==> config.mk <==
export PLATFORM = sky130hd
export DESIGN_NAME = line_scheduler
export DESIGN_NICKNAME = d
export VERILOG_FILES = /design/src/rtl/line_scheduler.sv
export SDC_FILE = /design/constraint.sdc
export NUM_CORES = 1
export LEC_CHECK = 0
export CAP_MARGIN = 0
export CORE_ASPECT_RATIO = 1.2
export CORE_UTILIZATION = 55
export DETAILED_ROUTE_END_ITERATION = 16
export PLACE_DENSITY = 0.79
export SLEW_MARGIN = 25
export SYNTH_ARGS = -nofsm -noshare
export SYNTH_HDL_FRONTEND = slang
export SYNTH_SLANG_ARGS = --single-unit
==> constraint.sdc <==
create_clock -name clk -period 2 [get_ports clk]
set_input_delay 0.6 -clock clk [delete_from_list [all_inputs] [get_ports clk]]
set_output_delay 0.6 -clock clk [all_outputs]
set_load 0.05 [all_outputs]
==> src/rtl/line_scheduler.sv <==
// Line scheduler: buffers source lines in a small FIFO and issues them one at a
// time to the Controller with a load strobe. Optional watchdog: LINE_SCHED_WATCHDOG_EN.
module line_scheduler #(
  parameter int unsigned LINE_W    = 25,
  parameter int unsigned DEPTH     = 4,
  parameter int unsigned NUM_LINES = 64,
  parameter int unsigned IDX_W     = 6,
  parameter int unsigned TIMEOUT   = 255
) (
  input  logic              clk,
  input  logic              rst,
  input  logic              start,
  input  logic [LINE_W-1:0] in_line,
  input  logic              in_valid,
  output logic              in_ready,
  output logic [LINE_W-1:0] line,
  output logic              initLine,
  input  logic              done,
  output logic              busy,
  output logic              all_done,
  output logic [IDX_W-1:0]  line_idx,
  output logic              timeout_err
);

  localparam int unsigned PTR_W = $clog2(DEPTH);
  localparam int unsigned CNT_W = PTR_W + 1;

  if (DEPTH < 2 || (DEPTH & (DEPTH - 1)) != 0) begin : g_bad_depth
    $error("line_scheduler: DEPTH must be a power of 2 and at least 2");
  end
  if (TIMEOUT == 0 || (64'(1) << IDX_W) < 64'(NUM_LINES) || NUM_LINES == 0) begin : g_bad_cfg
    $error("line_scheduler: TIMEOUT must be nonzero and IDX_W must cover NUM_LINES");
  end

  typedef enum logic [2:0] {
    S_IDLE,
    S_FETCH,
    S_ISSUE,
    S_WAIT,
    S_FINISH
  } state_t;

  state_t state_q, state_d;

  logic [LINE_W-1:0] mem [DEPTH];
  logic [PTR_W-1:0]  wr_ptr, rd_ptr;
  logic [CNT_W-1:0]  count, count_d;
  logic              push, pop;
  logic              line_done;

  logic [LINE_W-1:0] line_d;
  logic              init_d, busy_d, all_done_d;
  logic [IDX_W-1:0]  idx_d;

  assign push = in_valid && in_ready;

`ifdef LINE_SCHED_WATCHDOG_EN
  localparam int unsigned WD_W = $clog2(TIMEOUT + 1);

  logic [WD_W-1:0] wd_cnt;
  logic            wd_hit;

  // Counter is zero everywhere outside WAIT, so it restarts on every WAIT entry.
  assign wd_hit    = (state_q == S_WAIT) && !done && (wd_cnt == WD_W'(TIMEOUT - 1));
  assign line_done = done || wd_hit;

  always_ff @(posedge clk) begin
    if (rst || state_q != S_WAIT) begin
      wd_cnt <= '0;
    end else begin
      wd_cnt <= wd_cnt + WD_W'(1);
    end
  end

  always_ff @(posedge clk) begin
    if (rst) begin
      timeout_err <= 1'b0;
    end else if (state_q == S_IDLE && start) begin
      timeout_err <= 1'b0;
    end else if (wd_hit) begin
      timeout_err <= 1'b1;
    end
  end
`else
  assign line_done   = done;
  assign timeout_err = 1'b0;
`endif

  // Next-state and registered-output values.
  always_comb begin
    state_d    = state_q;
    line_d     = line;
    init_d     = 1'b0;
    busy_d     = busy;
    all_done_d = all_done;
    idx_d      = line_idx;
    pop        = 1'b0;
    case (state_q)
      S_IDLE: begin
        if (start) begin
          state_d    = S_FETCH;
          busy_d     = 1'b1;
          all_done_d = 1'b0;
          idx_d      = '0;
        end
      end
      S_FETCH: begin
        if (count != '0) begin
          pop     = 1'b1;
          line_d  = mem[rd_ptr];
          init_d  = 1'b1;
          state_d = S_ISSUE;
        end
      end
      S_ISSUE: begin
        state_d = S_WAIT;
      end
      S_WAIT: begin
        if (line_done) begin
          if (line_idx == IDX_W'(NUM_LINES - 1)) begin
            state_d    = S_FINISH;
            busy_d     = 1'b0;
            all_done_d = 1'b1;
          end else begin
            idx_d   = line_idx + IDX_W'(1);
            state_d = S_FETCH;
          end
        end
      end
      S_FINISH: begin
        state_d = S_IDLE;
      end
      default: begin
        state_d = S_IDLE;
      end
    endcase
  end

  always_ff @(posedge clk) begin
    if (rst) begin
      state_q  <= S_IDLE;
      line     <= '0;
      initLine <= 1'b0;
      busy     <= 1'b0;
      all_done <= 1'b0;
      line_idx <= '0;
    end else begin
      state_q  <= state_d;
      line     <= line_d;
      initLine <= init_d;
      busy     <= busy_d;
      all_done <= all_done_d;
      line_idx <= idx_d;
    end
  end

  always_comb begin
    count_d = count;
    if (push && !pop) begin
      count_d = count + CNT_W'(1);
    end else if (pop && !push) begin
      count_d = count - CNT_W'(1);
    end
  end

  // FIFO bookkeeping; in_ready is registered from the next occupancy.
  always_ff @(posedge clk) begin
    if (rst) begin
      wr_ptr   <= '0;
      rd_ptr   <= '0;
      count    <= '0;
      in_ready <= 1'b1;
    end else begin
      if (push) begin
        wr_ptr <= wr_ptr + PTR_W'(1);
      end
      if (pop) begin
        rd_ptr <= rd_ptr + PTR_W'(1);
      end
      count    <= count_d;
      in_ready <= (count_d != CNT_W'(DEPTH));
    end
  end

  always_ff @(posedge clk) begin
    if (push) begin
      mem[wr_ptr] <= in_line;
    end
  end

endmodule

==> results.cfg, run 1 <==
[min_path]
whs_path_depth = 2
hp-class = in -> reg

[detailed_routing]
num_vias = 3368
totalWireLength_mm = 11.1
drc = 0
ant_nets = 0
wl_per_cell_um = 18.8
first_iter_violations = 259
first_pass_iters = 4
via_per_inst = 5.69

[grt]
grt_pass1_wl_mm = 17.8
grt_max_degree = 22
grt.total_usage = 0.233
grt_overflow = 0
grt_antenna_before_repair = 0
grt_pass1_vias = 3481

[yosys]
yosys.area.top_type = edfxtp_1
ys_seq_area_frac = 0.701
async_flop_share = 0
synth.avg_cell_area_um2 = 15.1
synthesis.area_um2 = 5570
synth_top_cells_by_area = edfxtp_1, dfxtp_1, mux4_2
synthCells = 368
synth_largest_type_area_fraction = 0.540
yosysUniqueCellTypes = 43
synth_edf_count = 100
ys.flop_type = edfxtp_1
ys_warn_count = 0
syn_nets = 406
yosys_register_bits = 145

[setup_path]
arrival_ns = 1.19
reg2reg_slack_ns = 0.26
crit_type = reg -> out
cp-start-kind = flip-flop
slowest_stage = dfxtp_1
crit_required_ns = 1.40
max_stage_delay_ns = 0.51
worst-r2r-cell-count = 8
path_cells = buf_4
crit_cells = 1
critPathMaxFanout = 9
crit_buf_inv = 1
endpoint_kind = primary output
crit_family = flip-flops

[finish]
antenna-diode-count = 0
drive_above_1_share = 0.260
layout.cells.most_common = edfxtp_1
final_cell_mix = edfxtp_1, buf_4, nand2_1
area_delta_synth_final_pct = 24.8
fin_nets = 494

[placement]
dp_hpwl_mm = 7.22
port_buffers = 64
dpl_worst_slack_ns = -0.0834
place.gp.congestion = 0.834

[power]
leakagePower_nw = 2.47
ir_worst_vdd_mv = 0.980
powerDensity_nw_per_um2 = 1260
power_mw = 8.73

[floorplanning]
ios = 66
die_h_um = 112
dieWidth_um = 93.8
placementRows = 39
start_util = 0.576
coreArea_um2 = 9660
dieArea_um2 = 10500

[clock_network]
cts_made_buffers = 17
cts_tree = built
clkSinkCount = 145
cts-root-buf = clkbuf_16
clk_pin_slew_ns = 0.06
cts_buffer_depth = 2
cts_resized = 0
clkLatencyLatePin_ns = 0.41
htreeDepth = 4
post_cts_buffers = 0
cts_hold_buf = 0

[timing]
fin_crit_ns = 1.79
setup_violations = 0
finClkSkew_ns = 0.00776
finalHoldViolations = 0
post-route-worst-setup-slack_ns = 0.209
rsz0062_at_grt = false
fmax_mhz = 558
period_share = 0.896
finalMaxSlewViolations = 0

[outcome]
status = completed

[flow_run]
drv_cap = 0
==> metal layers <==
layer  global-route usage  wire length (um)
met5                    0                 0
met1                0.283              4430
met2                0.399              6000
met3               0.0617               600
met4               0.0821               108
==> final timing paths <==
| path | from | end |
|---|---|---|
| worst min register to register | line[13] | line[13] |
| worst min-delay path | rst | state_q[2] |
| worst max-delay path | in_ready | in_ready |
| worst max register to register | count[0] | line[12] |
==> registers in the layout, indices dropped and copies added (netlist names) <==
signal / cells
in_ready: 1
line: 25
count: 3
initLine: 1
line_idx: 6
state_q: 3
rd_ptr: 2
busy: 1
all_done: 1
mem: 100
wr_ptr: 2
==> cell type report <==
type,instances,area (um2)
Tap cell,123,154
Sequential cell,145,3910
Clock buffer,19,453
Clock inverter,13,135
Timing Repair Buffer,89,748
Fill cell,610,2710
Multi-Input combinational cell,195,1520
Inverter,8,30.0
==> per-stage QoR <==
step	cell area, um2	TNS, ns	cells	util	hold slack [ns]
2_1_floorplan	5570	0	368	-	0.458
3_3_place_gp	6360	-0.408	560	0.658	0.443
3_5_place_dp	6360	-1.55	560	0.658	0.447
4_1_cts	6950	0	592	0.719	0.428
5_1_grt	6950	0	592	0.719	0.455
6_report	6950	0	592	0.719	0.451
==> cells in the mapped netlist (2+ instances only) <==
master     count
a21oi_1       33
buf_2          5
dfxtp_1       45
mux4_2        25
inv_1          8
o2111ai_1      3
nand3_1       10
a211oi_1       2
o31ai_1        3
xnor2_1        2
ha_1           8
edfxtp_1     100
nand2b_1       2
o21ai_1        2
and3_1         7
nand2_1       58
or3_1          4
buf_4          6
nand4_1        4
mux2i_1        2
clkbuf_1       8
nor2_1        10
==> power breakdown <==
part / switching (mW) / internal, mW
Sequential: 0.163 / 3.52
Clock: 1.19 / 1.90
Combinational: 1.16 / 0.794
Total: 2.51 / 6.21
==> kinds of logic after synthesis <==
kind of cell / synth area share
AO/OA/AOI/OAI: 0.0544
other: 0.000674
AND/OR/NAND/NOR: 0.0866
XOR/XNOR: 0.00877
adder cells (fa/ha/maj): 0.0180
flip-flops: 0.701
buffers and inverters: 0.0254
multiplexers: 0.105
No activity file was read; power rests on OpenSTA's default activity.
==> run 2, diff against run 1 <==
Settings changed: MAX_ROUTING_LAYER set to met4.
==> results.cfg, run 2 (synthesis gave the netlist of run 1 again) <==
[finish]
drive_above_1_share = 0.260
layout.cells.most_common = edfxtp_1
fin_nets = 494
top_regs = mem (100), line (25), line_idx (6)
largest-register = mem
fillers = 610
fin_util = 0.719
final_cell_mix = edfxtp_1, buf_4, nand2_1
largest_reg_flops = 100
antenna-diode-count = 0
area_delta_synth_final_pct = 24.8
final_cells = 592

[setup_path]
crit_type = reg -> out
crit_buf_inv = 1
max_stage_delay_ns = 0.51
cp-start-kind = flip-flop
arrival_ns = 1.19
path_cells = buf_4
critPathMaxFanout = 9
crit_family = flip-flops
slowest_stage = dfxtp_1
crit_required_ns = 1.40
endpoint_kind = primary output

[placement]
dp_hpwl_mm = 7.22
placed_cells = 560
port_buffers = 64
dpl_worst_slack_ns = -0.0834
place.gp.congestion = 0.847

[clock_network]
clkLatencyLatePin_ns = 0.41
cts_tree = built
cts_made_buffers = 17
post_cts_buffers = 0
cts-root-buf = clkbuf_16
htreeDepth = 4
cts_resized = 0
cts_buffer_depth = 2
clkSinkCount = 145
cts_hold_buf = 0
clk_pin_slew_ns = 0.06

[power]
switching_power_mw = 2.52
combPwrFrac = 0.224
p_int_mw = 6.21
ir_worst_vdd_mv = 0.980
seq_power_share = 0.422
pwr-share-clk = 0.354
powerDensity_nw_per_um2 = 1260
leakagePower_nw = 2.47
sw_frac_of_total = 0.289

[detailed_routing]
drc = 0
num_vias = 3363
via_per_inst = 5.68
totalWireLength_mm = 11.2
first_pass_iters = 5
first_iter_violations = 265
ant_nets = 0
wl_per_cell_um = 18.9

[floorplanning]
die_h_um = 112
coreArea_um2 = 9660
start_util = 0.576
dieWidth_um = 93.8
ios = 66
dieArea_um2 = 10500
placementRows = 39

[timing]
finalMaxSlewViolations = 0
post-route-worst-setup-slack_ns = 0.211
rsz0062_at_grt = false
finalHoldViolations = 0
fmax_mhz = 559
tns_ns = 0
setup_violations = 0
hold_ws_ns = 0.446
period_share = 0.894
fin_crit_ns = 1.79
finClkSkew_ns = 0.00799

[grt]
grt_pass1_wl_mm = 17.8
grt_pass1_vias = 3466
grt_max_degree = 22
grt.total_usage = 0.239
grt_overflow = 0
grt_antenna_before_repair = 0

[outcome]
status = completed

[min_path]
hp-class = in -> reg

[flow_run]
drv_cap = 0
[run 2: cell counts in the layout (fill, tap and decap cells not counted)]
Identical to the previous run, type by type.
[run 2: final timing paths]
check,from,to,slack [ns],depth (start not counted)
max,in_ready,in_ready,0.21,1
min,rst,state_q[2],0.45,2
max reg2reg,count[0],line[12],0.25,8
min reg2reg,line[13],line[13],0.45,2
[run 2: stage by stage]
step	cell area (um2)	power (mW)
after global routing	6950	9.07
after detailed placement	6360	5.69
after global placement	6360	5.62
after floorplan	5570	5.12
final	6950	8.74
after CTS	6950	8.79
[run 2: power by group through the flow]
| stage | combinational (mW) | sequential [mW] | clock, mW |
|---|---|---|---|
| floorplan | 1.05 | 4.07 | 0 |
| global placement | 1.90 | 3.72 | 0 |
| detailed placement | 1.94 | 3.74 | 0 |
| CTS | 1.97 | 3.69 | 3.13 |
| global route | 2.10 | 3.72 | 3.25 |
| finish | 1.96 | 3.69 | 3.09 |
[run 2: per-layer routing]
layer / share of wire / GRT usage
met2: 0.54 / 0.399
met4: 0.011 / 0.0790
met3: 0.060 / 0.0583
met1: 0.39 / 0.285
met5: 0 / -
[run 2: area by class of cell]
class / count / area, um2 / share of cell area
clock buffer: 19 / 453 / 0.0652
clock inverter: 13 / 135 / 0.0194
inverter: 8 / 30.0 / 0.00432
multi-input combinational: 195 / 1520 / 0.219
sequential: 145 / 3910 / 0.562
tap: 123 / 154 / 0.0222
timing repair buffer: 89 / 748 / 0.108
